**src/rtl/qdec_pkg.sv**
```systemverilog
// Shared types and Gray-code transition decode for the quadrature encoder receiver.
// Phase ab walks 00->10->11->01->00 when counting up.
package qdec_pkg;

    typedef enum logic {
        INIT = 1'b0,
        RUN  = 1'b1
    } qdec_state_t;

    typedef logic [1:0] qdec_ab_t;

    typedef struct packed {
        logic valid;
        logic up;
        logic err;
    } qdec_dec_t;

    // Position of a phase within the up-counting Gray cycle.
    function automatic logic [1:0] qdec_idx(input qdec_ab_t ab);
        logic [1:0] idx;
        case (ab)
            2'b00:   idx = 2'd0;
            2'b10:   idx = 2'd1;
            2'b11:   idx = 2'd2;
            default: idx = 2'd3;
        endcase
        return idx;
    endfunction

    function automatic qdec_dec_t qdec_decode(input qdec_ab_t prev, input qdec_ab_t cur);
        qdec_dec_t  r;
        logic [1:0] diff;
        logic [1:0] prev_nxt;
        r        = '0;
        diff     = prev ^ cur;
        prev_nxt = qdec_idx(prev) + 2'd1;
        if (diff == 2'b11) begin
            r.err = 1'b1;
        end else if (diff != 2'b00) begin
            r.valid = 1'b1;
            r.up    = (qdec_idx(cur) == prev_nxt);
        end
        return r;
    endfunction

endpackage

```
**src/rtl/qdec_filt.sv**
```systemverilog
// Two-flop synchroniser plus glitch filter for one encoder channel.
// A new level is accepted only after FILT_LEN consecutive samples that differ from the output.
module qdec_filt #(
    parameter int FILT_LEN = 4
) (
    input  logic clk,
    input  logic rst,
    input  logic din,
    input  logic load,
    output logic dout
);

    localparam int CW = $clog2(FILT_LEN + 1);
    localparam logic [CW-1:0] LAST = CW'(FILT_LEN - 1);

    logic [1:0]    sync;
    logic [CW-1:0] cnt;
    logic          raw;

    assign raw = sync[1];

    always_ff @(posedge clk or posedge rst) begin
        if (rst) begin
            sync <= '0;
        end else begin
            sync <= {sync[0], din};
        end
    end

    // load bypasses the filter so the output can settle to the pin level at start-up
    always_ff @(posedge clk or posedge rst) begin
        if (rst) begin
            dout <= 1'b0;
            cnt  <= '0;
        end else if (load) begin
            dout <= raw;
            cnt  <= '0;
        end else if (raw == dout) begin
            cnt <= '0;
        end else if (cnt == LAST) begin
            dout <= raw;
            cnt  <= '0;
        end else begin
            cnt <= cnt + CW'(1);
        end
    end

endmodule

```
**src/rtl/quad_enc_decoder.sv**
```systemverilog
// Quadrature encoder receiver: filtered A/B, x4 Gray decode, wrapping position and event pulses.
// Position updates FILT_LEN+3 clocks after a pin change; simultaneous A/B changes flag err.
module quad_enc_decoder
    import qdec_pkg::*;
#(
    parameter int CNT_W    = 16,
    parameter int FILT_LEN = 4
) (
    input  logic             clk,
    input  logic             rst,
    input  logic             a,
    input  logic             b,
    input  logic             en,
    input  logic             clr,
    output logic [CNT_W-1:0] pos,
    output logic             step,
    output logic             dir,
    output logic             err,
    output logic             wrap,
    output logic             ready
);

    localparam int IC_W = $clog2(FILT_LEN + 2);
    localparam logic [IC_W-1:0] INIT_LAST = IC_W'(FILT_LEN + 1);

    qdec_state_t     state, state_nxt;
    logic [IC_W-1:0] init_cnt;
    logic            filt_a, filt_b;
    qdec_ab_t        cur, prev;
    qdec_dec_t       dec;
    logic            run, cnt_step, at_max, at_zero;

    qdec_filt #(.FILT_LEN(FILT_LEN)) u_filt_a (
        .clk  (clk),
        .rst  (rst),
        .din  (a),
        .load (state == INIT),
        .dout (filt_a)
    );

    qdec_filt #(.FILT_LEN(FILT_LEN)) u_filt_b (
        .clk  (clk),
        .rst  (rst),
        .din  (b),
        .load (state == INIT),
        .dout (filt_b)
    );

    assign cur      = {filt_a, filt_b};
    assign dec      = qdec_decode(prev, cur);
    assign run      = (state == RUN);
    assign cnt_step = run && dec.valid && en;
    assign at_max   = (pos == {CNT_W{1'b1}});
    assign at_zero  = (pos == '0);
    assign ready    = run;

    always_comb begin
        state_nxt = state;
        if (state == INIT && init_cnt == INIT_LAST) begin
            state_nxt = RUN;
        end
    end

    always_ff @(posedge clk or posedge rst) begin
        if (rst) begin
            state    <= INIT;
            init_cnt <= '0;
        end else begin
            state <= state_nxt;
            if (state == INIT) begin
                init_cnt <= init_cnt + IC_W'(1);
            end
        end
    end

    // prev follows the filtered phase even when counting is disabled, so re-enabling never miscounts
    always_ff @(posedge clk or posedge rst) begin
        if (rst) begin
            prev <= '0;
            pos  <= '0;
            step <= 1'b0;
            dir  <= 1'b0;
            err  <= 1'b0;
            wrap <= 1'b0;
        end else begin
            prev <= cur;
            step <= cnt_step;
            err  <= run && dec.err;
            wrap <= 1'b0;
            if (cnt_step) begin
                dir <= dec.up;
            end
            if (clr) begin
                pos <= '0;
            end else if (cnt_step) begin
                if (dec.up) begin
                    pos  <= pos + CNT_W'(1);
                    wrap <= at_max;
                end else begin
                    pos  <= pos - CNT_W'(1);
                    wrap <= at_zero;
                end
            end
        end
    end

endmodule

```
**config.mk**
```make
export PLATFORM = sky130hd
export DESIGN_NAME = quad_enc_decoder
export DESIGN_NICKNAME = d
export VERILOG_FILES = /design/src/rtl/qdec_pkg.sv /design/src/rtl/qdec_filt.sv /design/src/rtl/quad_enc_decoder.sv
export SDC_FILE = /design/constraint.sdc
export NUM_CORES = 1
export LEC_CHECK = 0
export BUFFER_PORTS_ARGS = -buffer_cell sky130_fd_sc_hd__buf_2
export CORE_ASPECT_RATIO = 1.25
export CORE_UTILIZATION = 35
export CTS_CLUSTER_DIAMETER = 100
export DETAILED_ROUTE_END_ITERATION = 8
export PLACE_DENSITY = 0.52
export SLEW_MARGIN = 20
export SYNTH_ARGS = -nofsm -noshare
export SYNTH_HDL_FRONTEND = slang
export SYNTH_SLANG_ARGS = --single-unit
```
**constraint.sdc**
```tcl
create_clock -name clk -period 6.73 [get_ports clk]
set_input_delay 1.346 -clock clk [delete_from_list [all_inputs] [get_ports clk]]
set_output_delay 1.346 -clock clk [all_outputs]
set_load 0.05 [all_outputs]
```
== Word level (Yosys, flattened, before mapping) ==
Index checks and enable logic that the tools add are counted.

* Add/subtract/negate cells: 6
* Equality and inequality tests: 16
* Multiplexer cells: 25
* Bitwise gates (word level): 2
* Reductions and logical operators: 11

{| class="wikitable"
|+ Operator list
! kind !! number
|-
| $mux W16 || 3
|-
| $mux W3 || 6
|-
| $add A16 B1 Y16 const B || 1
|-
| $eq A16 B16 Y1 const B || 1
|-
| $logic_not A16 Y1 || 1
|-
| $sub A16 B1 Y16 const B || 1
|-
| $pmux W2 S3 || 2
|-
| $eq A2 B2 Y1 const B || 5
|-
| $mux W1 || 10
|-
| $add A3 B1 Y3 const B || 3
|-
| $mux W2 || 4
|-
| $eq A3 B2 Y1 const B || 2
|-
| $logic_and A1 B1 Y1 || 4
|-
| $logic_not A2 Y1 || 2
|-
| $ne A2 B1 Y1 const B || 2
|-
| $ne A2 B2 Y1 const B || 2
|-
| $reduce_and A2 Y1 || 2
|-
| $reduce_bool A2 Y1 || 2
|-
| $eq A3 B3 Y1 const B || 1
|-
| $add A2 B1 Y2 const B || 1
|-
| $eq A1 B1 Y1 || 2
|-
| $eq A2 B2 Y1 || 1
|-
| $xor A2 B2 Y2 || 1
|-
| $not A1 Y1 || 1
|}

* Register bits after elaboration: 38
* Input port bits: 6
* Output and inout port bits: 21
* Word-level logic and storage cells: 74

== Depth between registers and ports, before layout ==
Gate-level depths: netlist of run 1.

* Depth after elaboration: 11
* Gate-level depth with buffers: 13
* Gate-level depth less buffers: 12

== Cells and area by module ==
Synthesis of run 1 repeated with hierarchy kept, for this count alone.

* Cells, all modules: 251
* Area total of the unflattened synthesis: 2,429.8 um^2

{| class="wikitable"
|+ By module, submodules not included
! module !! instances !! cells each !! area an instance (um^2) !! sequential area each (um^2)
|-
| quad_enc_decoder || 1 || 219 || 1,969.4 || 650.6
|-
| qdec_filt || 2 || 16 || 230.2 || 150.1
|}

== Worst setup path after synthesis of run 1 ==
No wires, ideal clock.

* Path type: register -> register
* Start point: reg u_filt_b.dout
* End point: reg pos[12]
* Library setup time: 122 ps
* Arrival time: 3,140 ps
* Data required time: 6,608 ps
* Slack: 3,468 ps
* Stages on the path, launching flop included: 13
* Path buffers: 0
* Period minus slack after synthesis: 3,262 ps
* Cell sequence: dfrtp_1 > xnor2_1 > inv_1 > ha_1 > nor3_1 > nand2_2 > fa_1 > and3_1 > o211ai_1 > a21oi_1 > o41ai_1 > mux2i_1 > nand2_1

* Word-level cells in the longest chain between the ends: 10
* Elaborated cells on any way between the ends: 18
* Classes of those cells: eq/ne (4); mux (8); bitwise (1); reduce/logical (5)

{| class="wikitable"
|+ Ends and longest elaborated chain
! what !! line !! RTL
|-
| from (decl) || qdec_filt.sv:10 || <nowiki>output logic dout</nowiki>
|-
| from (signal assigned) || qdec_filt.sv:36 || <nowiki>dout <= raw;</nowiki>
|-
| from (signal assigned) || qdec_filt.sv:41 || <nowiki>dout <= raw;</nowiki>
|-
| $eq A2 B2 Y1 or $logic_not A2 Y1 (tied branches) || qdec_pkg.sv:21 || <nowiki>case (ab)</nowiki>
|-
| $pmux W2 S3 || qdec_pkg.sv:21 ||
|-
| $mux W2 || qdec_pkg.sv:39 || <nowiki>end else if (diff != 2'b00) begin</nowiki>
|-
| $mux W2 || qdec_pkg.sv:37 || <nowiki>if (diff == 2'b11) begin</nowiki>
|-
| $eq A2 B2 Y1 || qdec_pkg.sv:41 || <nowiki>r.up = (qdec_idx(cur) == prev_nxt);</nowiki>
|-
| $mux W2 || qdec_pkg.sv:39 ||
|-
| $mux W2 (*) || qdec_pkg.sv:37 ||
|-
| $mux W16 || quad_enc_decoder.sv:96 || <nowiki>if (dec.up) begin</nowiki>
|-
| $mux W16 || quad_enc_decoder.sv:95 || <nowiki>end else if (cnt_step) begin</nowiki>
|-
| $mux W16 || quad_enc_decoder.sv:93 || <nowiki>if (clr) begin</nowiki>
|-
| to (signal assigned) || quad_enc_decoder.sv:97 || <nowiki>pos <= pos + CNT_W'(1);</nowiki>
|-
| to (signal assigned) || quad_enc_decoder.sv:100 || <nowiki>pos <= pos - CNT_W'(1);</nowiki>
|-
| to (decl) || quad_enc_decoder.sv:15 || <nowiki>output logic [CNT_W-1:0] pos,</nowiki>
|}

Mark *: on every way between the ends. The rest lies on a longest branch, timed or not. The select of a mux whose other input is x is not followed.
A chain may end at the register's enable or synchronous reset.

== Worst setup path in the final report of run 1 ==
* Start point: reg u_filt_b.dout
* End point: reg pos[15]

The elaborated chain is that of the path after synthesis.

==> reports/qor.csv, run 1 <==
stage;metric;value;unit
sta;fin crit period;3.71;ns
layout;area of the multi-input gates;1410;um^2
clock_network;root buffer cell;clkbuf_8;
setup_path;Worst setup EP type;flip-flop;
sta;relative slew slack;60.6;%
clock_network;htree depth;2;
sta;Final Skew;0.00328;ns
floorplanning;chip width;76.8;um
synthesis;Async SR Flop Fraction;100;%
floorplanning;Initial Util;36.8;%
setup_path;CP Data Arrival Time;3.92;ns
drt;uppermost layer routed;met4;
sta;final setup fails;0;
layout;share of layout cells above drive strength 1;17.1;%
sta;Final period util;55.1;%
sta;Setup TNS;0;ns
placed_design;placed cells;365;
layout;final core utilization;41.3;%
setup_path;Critical-path top delay cell;ha_1;
synthesis;Yosys cell types;46;
sta;Hold Fails Final Rpt;0;
synthesis;post-synthesis sequential area ratio;38.9;%
synthesis;largest family of logic cells by synthesized area;simple AND/OR/NAND/NOR gates;
sta;Max Freq;270;MHz
synthesis;syn_nets;291;
floorplanning;num rows;33;
drt;residual DRC count;0;
clock_network;clock-pin slew of the registers on the worst-case setup and hold paths;0.08;ns
clock_network;cts repair resizes;0;
placed_design;DP Wirelength;4.06;mm
global_routing;global-route wire length before repair;9.90;mm
drt;DRT met1 WL;2.44;mm
synthesis;mean post-synth cell area;9.48;um^2
outcome;status;finished, final reports clean;
layout;number of inserted diodes;0;
run;max-capacitance violation count;0;
floorplanning;die height;95.5;um
clock_network;Worst-Skew Late Latency;0.29;ns
drt;WL met3;163;um
setup_path;CP max stage delay;0.49;ns
clock_network;CTS Hold Buffers Added;0;
floorplanning;I/O pin total;27;
global_routing;vias in the first global route;2070;
synthesis;Synth Area in Simple Gates;21.8;%
layout;Fillers;672;
layout;post-route insts no fill;373;
layout;nets@finish;318;
drt;routed len/inst;15.0;um
hold_path;Hold WC Path Type;reg -> reg;
drt;Starting DRT DRC Count;59;
synthesis;top_reg_cell synth;dfrtp_1;
global_routing;initial antenna violation count;0;
drt;Vias;1997;
placed_design;area post-placement;2650;um^2
clock_network;Num CTS Buffers;5;
synthesis;Yosys Warn Count;0;
global_routing;pin count of the biggest net entering global routing;39;
setup_path;CP dominant cell by count;ha_1;
layout;design area;2750;um^2
sta;RSZ-0062 raised after global routing;no;
layout;sequential cell area;951;um^2
placed_design;Final Wtd Congestion;0.841;
floorplanning;full die area;7330;um^2
drt;First-pass DRT Iterations;4;
drt;metal2 WL;2.92;mm
clock_network;CTS tree;done;
setup_path;CP required;6.94;ns
setup_path;Startpoint Class;flip-flop;
floorplanning;Core Footprint;6650;um^2
clock_network;number of clock sinks;38;
synthesis;Synth Area in Compound Gates;14.3;%
sta;Worst Max-Slew Pin Slew;0.585;ns
drt;vias per cell;5.35;
global_routing;Congestion Overflow GR;0;
setup_path;Crit Path Max Fanout;26;
setup_path;CP Cell Sequence;xnor2_1, inv_1, ha_1, nor3_1, nand2_2, ha_1, a21o_1, a31o_2, a211oi_2, o31a_2, nand4_1, a41oi_2;
sta;Final Max Slew Viols;0;
setup_path;Setup Crit Path Kind;reg -> reg;
placed_design;# port buffers;26;
synthesis;Synth Area in Adders;14.1;%
synthesis;post-synthesis mux area share;1.28;%
layout;Syn-to-layout area delta;12.2;%
synthesis;xor-xnor portion of the synthesized cell area;6.09;%
synthesis;Post-synth EDFFs;0;
global_routing;Total GRT Usage;17.2;%
clock_network;Setup Fix Bufs, Post-CTS;0;
synthesis;area of the mapped netlist;2450;um^2
drt;Final ANT Viol Nets;0;
clock_network;clk buf depth;2;
synthesis;synthesized instance count;258;
synthesis;Yosys reg bits;38;
drt;Routed WL;5.60;mm
==> flip-flops by register name, summed over array words and instances (netlist names) <==
signal	count
pos	16
init_cnt	3
u_filt_a.cnt	3
u_filt_b.cnt	3
prev	2
u_filt_a.sync	2
u_filt_b.sync	2
dir	1
err	1
ready	1
step	1
u_filt_a.dout	1
u_filt_b.dout	1
wrap	1
==> cell type report <==
cell class              instances  area share [%]
multi-input cells             202            51.3
flip-flops and latches         38            34.6
repair buffers                 28            5.29
clock buffers                   6            3.01
well taps                      87            3.97
inverters                      10            1.37
clock inverters                 2           0.456
==> critical path, delay by kind of cell, from the launching register on <==
kind                     cells  cell delay [ns]
XOR/XNOR                     1             0.22
buffers and inverters        1             0.07
AO/OA/AOI/OAI                5             1.30
AND/OR/NAND/NOR              3             0.88
flip-flops                   1             0.45
adder cells (fa/ha/maj)      2             0.70
==> cell usage after synthesis, types with 3 or more instances <==
library cell,number,area (um^2)
dfrtp_1,38,951
ha_1,26,325
nand2_1,25,93.8
nor2_1,21,78.8
a21oi_1,17,85.1
nand3_1,14,70.1
xnor2_1,13,114
nand4_1,11,68.8
inv_1,10,37.5
o21ai_0,10,50.1
nor3_1,7,35.0
a21o_1,6,45.0
nor4_1,6,37.5
and3_1,5,31.3
xor2_1,4,35.0
a31oi_1,3,18.8
nor3b_1,3,22.5
o211ai_1,3,22.5
==> worst paths after layout <==
kind                                          to  slack (ns)  cells past startpoint              from
worst max-delay path                     pos[15]        3.02                     12     u_filt_b.dout
worst min-delay path            u_filt_a.sync[1]        0.35                      0  u_filt_a.sync[0]
worst max register to register           pos[15]        3.02                     12     u_filt_b.dout
worst min register to register  u_filt_a.sync[1]        0.35                      0  u_filt_a.sync[0]
max in group asynchronous       u_filt_b.sync[0]        5.23                      3               rst
min in group asynchronous                 pos[1]        1.16                      3               rst
==> stage by stage <==
step	hold WS [ns]	setup slack (ns)
after CTS	0.359	3.01
after global placement	0.337	3.13
after floorplan	0.331	3.47
after global routing	0.364	2.73
after detailed placement	0.341	3.04
final	0.354	3.02
==> cells in the final DEF (no fill, tap or decap), types with 2 or more instances in the layout <==
cell type / n
a211oi_1: 2
a211oi_2: 2
a21o_1: 6
a21oi_1: 17
a31oi_1: 3
and3_1: 5
buf_2: 26
buf_4: 2
clkbuf_8: 6
dfrtp_1: 38
ha_1: 26
inv_1: 10
mux2i_1: 2
nand2_1: 25
nand3_1: 14
nand3b_1: 2
nand4_1: 11
nor2_1: 21
nor2b_1: 2
nor3_1: 7
nor3b_1: 3
nor4_1: 6
o211ai_1: 3
o21ai_0: 10
xnor2_1: 13
xor2_1: 4
==> cells by family (layout without fill, tap and decap cells) <==
kind of cell | count (synthesis) | in the layout
xor gates and xnor gates | 17 | 17
buffers and inverters | 18 | 46
adders and majority gates | 27 | 27
AOI/OAI and AO/OA | 51 | 51
and+or+nand+nor | 104 | 104
DFF | 38 | 38
muxes | 3 | 3
==> routing by layer <==
layer / GRT usage (%) / up-vias
li1: - / 991
met1: 19.8 / 969
met2: 32.5 / 32
met3: 2.87 / 5
met4: 5.29 / 0
met5: 0 / -
Power of run 1 is not shown: default switching activity piles up to over one toggle a cycle in this logic, so the estimate is an artifact.
==> inputs of run 2 (changes only) <==
--- a/config.mk
+++ b/config.mk
@@ -5,6 +5,7 @@
 export SDC_FILE = /design/constraint.sdc
 export NUM_CORES = 1
 export LEC_CHECK = 0
+export ABC_AREA = 1
 export BUFFER_PORTS_ARGS = -buffer_cell sky130_fd_sc_hd__buf_2
 export CORE_ASPECT_RATIO = 1.25
 export CORE_UTILIZATION = 35
==> constraint.sdc (replaced) <==
create_clock -name clk -period 3.7 [get_ports clk]
set_input_delay 0.74 -clock clk [delete_from_list [all_inputs] [get_ports clk]]
set_output_delay 0.74 -clock clk [all_outputs]
set_load 0.05 [all_outputs]
==> run 2 against run 1 <==
Net effect: synthesized cell count increased by 34%; fmax increased by 28%; setup slack got worse by 2.2 ns; wire length increased by 7.3%; non-clock buffer count decreased by 1; first-iteration DRC count increased by 5.1%; flip-flop and latch count unchanged; global-route usage increased by 0.55 points; via count increased by 10%.
==> reports/qor.csv, run 2 <==
stage;metric;value;unit
placed_design;DP Wirelength;4.58;mm
layout;commonest non-fill, non-tap cell in the layout;nand2_1;
synthesis;post-synthesis sequential area ratio;36.6;%
synthesis;top-count cell post-synth;nand2_1;
layout;most frequent cells in the layout;106 x nand2_1, 58 x inv_1, 38 x dfrtp_1;
hold_path;Worst Hold End;u_filt_a.sync[1];
drt;Routed WL;6.01;mm
sta;Final period util;78.2;%
sta;Max Freq;346;MHz
floorplanning;I/O pin total;27;
run;max-capacitance violation count;0;
global_routing;met3 usage;2.90;%
drt;residual DRC count;0;
setup_path;Setup Crit Path Kind;reg -> reg;
synthesis;syn_nets;379;
hold_path;Hold WC Path Type;reg -> reg;
clock_network;root buffer cell;clkbuf_8;
placed_design;# port buffers;26;
synthesis;top_reg_cell synth;dfrtp_1;
global_routing;Total GRT Usage;17.8;%
sta;RSZ-0062 raised after global routing;no;
synthesis;Yosys reg bits;38;
setup_path;CP Data Arrival Time;3.07;ns
sta;fin crit period;2.89;ns
layout;share of layout cells above drive strength 1;15.6;%
layout;number of inserted diodes;0;
drt;First-pass DRT Iterations;4;
global_routing;initial antenna violation count;0;
setup_path;Worst setup EP type;flip-flop;
synthesis;Yosys Warn Count;0;
synthesis;synthesized instance count;346;
synthesis;mean post-synth cell area;7.51;um^2
clock_network;number of clock sinks;38;
synthesis;Async SR Flop Fraction;100;%
global_routing;global-route wire length before repair;10.7;mm
placed_design;Final Wtd Congestion;0.853;
drt;Vias;2203;
setup_path;CP required;3.87;ns
synthesis;commonest cells in the netlist;106 x nand2_1, 58 x inv_1, 38 x dfrtp_1;
global_routing;global routing's busiest layer;met2;
floorplanning;Core Footprint;7060;um^2
clock_network;Num CTS Buffers;5;
synthesis;Yosys cell types;31;
clock_network;htree depth;2;
synthesis;area leader, netlist;dfrtp_1;
setup_path;cell depth of the worst flop-to-flop path;14;
drt;Starting DRT DRC Count;62;
global_routing;Congestion Overflow GR;0;
synthesis;synth top area cells;dfrtp_1 37%, nand2_1 15%, ha_1 13%;
clock_network;cts repair resizes;0;
global_routing;vias in the first global route;2257;
clock_network;Setup Fix Bufs, Post-CTS;0;
floorplanning;chip width;79.1;um
layout;nets@finish;411;
floorplanning;num rows;34;
global_routing;pin count of the biggest net entering global routing;39;
floorplanning;Initial Util;36.8;%
sta;Setup TNS;0;ns
setup_path;r2r startpoint;u_filt_b.dout;
floorplanning;die height;98.3;um
layout;Syn-to-layout area delta;13.4;%
layout;max reg flops;16;
synthesis;Synth top area share;36.6;%
synthesis;Post-synth EDFFs;0;
hold_path;worst hold path depth;0;
sta;final setup fails;0;
sta;Worst Max-Slew Pin Slew;0.503;ns
outcome;status;finished, final reports clean;
setup_path;reg2reg end;pos[7];
clock_network;clock-pin slew of the registers on the worst-case setup and hold paths;0.08;ns
sta;Hold Slack;0.365;ns
drt;Final ANT Viol Nets;0;
sta;relative slew slack;66.4;%
setup_path;Worst R2R Setup Slack;0.81;ns
clock_network;CTS Hold Buffers Added;0;
sta;final worst-path setup slack;0.808;ns
drt;vias per cell;4.70;
clock_network;CTS tree;done;
setup_path;Crit Path Max Fanout;20;
placed_design;Post-Place Worst Slack;0.799;ns
clock_network;clk buf depth;2;
floorplanning;full die area;7770;um^2
global_routing;met2 Use GR;31.4;%
hold_path;hold path start;u_filt_a.sync[0];
sta;Hold Fails Final Rpt;0;
synthesis;area of the mapped netlist;2600;um^2
layout;register bank with the most flops;pos;
global_routing;GRT met1 Usage;21.8;%
clock_network;Worst-Skew Late Latency;0.29;ns
sta;Final Max Slew Viols;0;
drt;routed len/inst;12.8;um
sta;Final Skew;0.00919;ns
setup_path;Startpoint Class;flip-flop;
==> run 2: cell type report <==
| cell class | count | area, um^2 |
|---|---|---|
| multi-input combinational | 240 | 1380 |
| clock inverter | 3 | 45.0 |
| fill | 762 | 4120 |
| timing repair buffer | 27 | 138 |
| clock buffer | 5 | 68.8 |
| sequential | 38 | 951 |
| tap | 90 | 113 |
| inverter | 66 | 248 |
==> run 2: cells by family after synthesis <==
logic type | count (synthesis) | share of synthesized area, %
buffers and inverters | 68 | 10.1
AND/OR/NAND/NOR | 172 | 30.5
AO/OA/AOI/OAI | 33 | 6.70
adder cells (fa/ha/maj) | 27 | 13.3
multiplexers | 1 | 0.433
XOR/XNOR | 7 | 2.36
flip-flops | 38 | 36.6
==> run 2: worst max path at each step <==
stage / endpoint / start / slack (ns) / cells after the start
floorplan: pos[14] / u_filt_b.dout / 1.20 / 16
detailed placement: pos[7] / u_filt_b.dout / 0.80 / 14
global route: pos[14] / u_filt_a.dout / 0.45 / 14
global placement: pos[7] / u_filt_b.dout / 0.77 / 14
finish: pos[7] / u_filt_b.dout / 0.81 / 14
CTS: pos[7] / u_filt_b.dout / 0.77 / 14
==> run 2: per-stage QoR <==
stage               instances  utilization (%)  area, um^2
floorplan                 346                -        2600
global placement          461             40.1        2830
detailed placement        461             40.1        2830
CTS                       469             41.7        2950
global route              469             41.7        2950
finish                    469             41.7        2950
==> run 2: layer usage <==
metal / wire, um / share of wire (%)
met1: 2660 / 44
met5: 0 / 0
met4: 74 / 1.2
met3: 178 / 3.0
met2: 3090 / 51
==> run 2: worst max-delay path, cell delays in order (launching register included) <==
cell and delay (ns):
dfrtp_1 0.47, xor2_1 0.22, inv_1 0.06, ha_1 0.19, nor2_1 0.11, nand3_1 0.12, nor2_1 0.22, inv_2 0.22
ha_1 0.39, nand2_1 0.08, nand2_1 0.10, a21oi_1 0.16, nand2_2 0.11, o21ai_0 0.21, o21ai_1 0.11
Power of run 2 is left out for the same reason.
==> inputs of run 3 (changes only) <==
--- a/config.mk
+++ b/config.mk
@@ -5,13 +5,13 @@
 export SDC_FILE = /design/constraint.sdc
 export NUM_CORES = 1
 export LEC_CHECK = 0
-export ABC_AREA = 1
+export ABC_AREA = 0
 export BUFFER_PORTS_ARGS = -buffer_cell sky130_fd_sc_hd__buf_2
 export CORE_ASPECT_RATIO = 1.25
 export CORE_UTILIZATION = 35
 export CTS_CLUSTER_DIAMETER = 100
 export DETAILED_ROUTE_END_ITERATION = 8
-export PLACE_DENSITY = 0.52
+export PLACE_DENSITY = 0.54
 export SLEW_MARGIN = 20
 export SYNTH_ARGS = -nofsm -noshare
 export SYNTH_HDL_FRONTEND = slang
==> constraint.sdc (replaced) <==
create_clock -name clk -period 2.5 [get_ports clk]
set_input_delay 0.5 -clock clk [delete_from_list [all_inputs] [get_ports clk]]
set_output_delay 0.5 -clock clk [all_outputs]
set_load 0.05 [all_outputs]
==> run 3 against run 2 <==
Net effect: cell count shrank 6.0%; sequential share of layout area shrank 6.5 points; critical path depth shrank 2; fmax shrank 8.3%; non-clock buffer count grew 68; the flow now finishes with violations (negative setup slack); wire length grew 19%.
==> reports/qor.csv, run 3 (synthesis gave the netlist of run 1 again) <==
stage;metric;value;unit
floorplanning;full die area;7330;um^2
global_routing;pin count of the biggest net entering global routing;39;
clock_network;htree depth;2;
layout;share of layout cells above drive strength 1;45.5;%
sta;fin crit period;3.15;ns
clock_network;clk buf depth;2;
placed_design;Final Wtd Congestion;0.819;
layout;area of the multi-input gates;1830;um^2
floorplanning;Core Footprint;6650;um^2
global_routing;Congestion Overflow GR;0;
setup_path;Setup Crit Path Kind;reg -> reg;
placed_design;DP Wirelength;4.70;mm
layout;Syn-to-layout area delta;51.3;%
sta;relative slew slack;67.0;%
global_routing;vias in the first global route;2313;
floorplanning;I/O pin total;27;
clock_network;CTS tree;done;
setup_path;Startpoint Class;flip-flop;
floorplanning;die height;95.5;um
setup_path;Crit Path Max Fanout;8;
clock_network;root buffer cell;clkbuf_8;
clock_network;CTS Hold Buffers Added;0;
drt;First-pass DRT Iterations;4;
outcome;status;finished, violations left;
sta;RSZ-0062 raised after global routing;yes;
global_routing;global-route wire length before repair;11.4;mm
floorplanning;Initial Util;36.8;%
sta;final setup fails;11;
run;max-capacitance violation count;0;
clock_network;Num CTS Buffers;5;
layout;commonest non-fill, non-tap cell in the layout;buf_4;
sta;Hold Fails Final Rpt;0;
sta;Setup TNS;-4.84;ns
drt;routed len/inst;16.2;um
hold_path;Hold WC Path Type;in -> async;
setup_path;Critical-path top delay cell;dfrtp_1;
setup_path;CP Cell Sequence;inv_1, ha_4, xnor2_2, nor3_4, nand2_4, fa_2, and3_4, o211ai_1, a21oi_2, o41ai_2, mux2i_1, nand2_1;
drt;Routed WL;7.14;mm
outcome;violated checks;negative setup slack;
setup_path;CP max stage delay;0.44;ns
drt;Final ANT Viol Nets;0;
drt;vias per cell;5.33;
layout;sequential cell area;953;um^2
sta;final worst-path setup slack;-0.653;ns
layout;design area;3700;um^2
sta;Final period util;126;%
layout;nets@finish;386;
clock_network;clock-pin slew of the registers on the worst-case setup and hold paths;0.08;ns
layout;Fillers;559;
placed_design;# port buffers;26;
floorplanning;chip width;76.8;um
sta;Max Freq;317;MHz
setup_path;Worst setup EP type;flip-flop;
global_routing;initial antenna violation count;0;
placed_design;area post-placement;3050;um^2
layout;most frequent cells in the layout;62 x buf_4, 36 x dfrtp_1, 26 x buf_2;
sta;Final Skew;0.00873;ns
layout;number of inserted diodes;0;
clock_network;Worst-Skew Late Latency;0.30;ns
sta;Hold Slack;0.309;ns
clock_network;number of clock sinks;38;
global_routing;Total GRT Usage;20.1;%
drt;Starting DRT DRC Count;91;
drt;residual DRC count;0;
drt;Vias;2350;
layout;max reg flops;16;
setup_path;CP required;2.69;ns
sta;Worst Max-Slew Pin Slew;0.495;ns
layout;register bank with the most flops;pos;
setup_path;CP Data Arrival Time;3.34;ns
floorplanning;num rows;33;
sta;Final Max Slew Viols;0;
run 3: cell types whose count changed in the layout (fill, tap and decap cells not counted), moves of 5 or more:
cell,previous run,this run
inv_2,8,0
inv_1,58,10
ha_1,26,10
buf_4,1,62
ha_4,0,14
nand3_1,18,13
buf_6,0,7
nand2_2,7,0
o21ai_1,11,4
a21o_1,0,6
nand2_1,106,24
run 3: final cells by class:
class | instances | area share (%)
tap | 87 | 2.94
clock buffer | 6 | 2.23
timing repair buffer | 95 | 18.2
clock inverter | 2 | 0.338
multi-input combinational | 203 | 49.5
inverter | 10 | 1.01
sequential | 38 | 25.8
run 3: final timing paths:
path	end	slack, ns	cells past startpoint	start
max reg2reg	pos[12]	-0.65	12	u_filt_a.dout
max	pos[12]	-0.65	12	u_filt_a.dout
max in group asynchronous	u_filt_b.dout	1.82	3	rst
min	u_filt_a.sync[1]	0.31	3	rst
min in group clk	u_filt_a.sync[0]	0.31	1	a
min reg2reg	u_filt_a.sync[1]	0.35	0	u_filt_a.sync[0]
run 3: per-stage QoR:
| stage | setup WS [ns] | utilization [%] | instances |
|---|---|---|---|
| 4_1_cts | -0.603 | 52.8 | 429 |
| 3_3_place_gp | -0.578 | 45.9 | 407 |
| 5_1_grt | -0.788 | 55.7 | 441 |
| 3_5_place_dp | -0.708 | 45.9 | 407 |
| 6_report | -0.653 | 55.7 | 441 |
| 2_1_floorplan | -0.459 | - | 258 |
run 3: repair_timing:
item | in CTS | in global routing
buffers inserted | 13 | 14
resized for setup | 44 | 19
pin swaps | 18 | 32
endpoints found under the setup margin | 13 | 14
cloned | 1 | 0
run 3: worst max-delay path, delay by kind of cell (launching register included):
kind                       cells  cell delay (ns)
xor gates and xnor gates       1             0.14
buffers and inverters          1             0.13
DFF                            1             0.44
and+or+nand+nor                4             0.59
muxes                          1             0.23
adders and majority gates      2             0.70
AOI/OAI and AO/OA              3             0.81
run 3: per-layer routing:
metal  part of all wire (%)  global-route usage, %
met5                      0                      0
met4                    1.9                   6.41
met3                    2.6                   3.44
met2                     53                   37.3
met1                     42                   23.5
Power of run 3 is left out for the same reason.
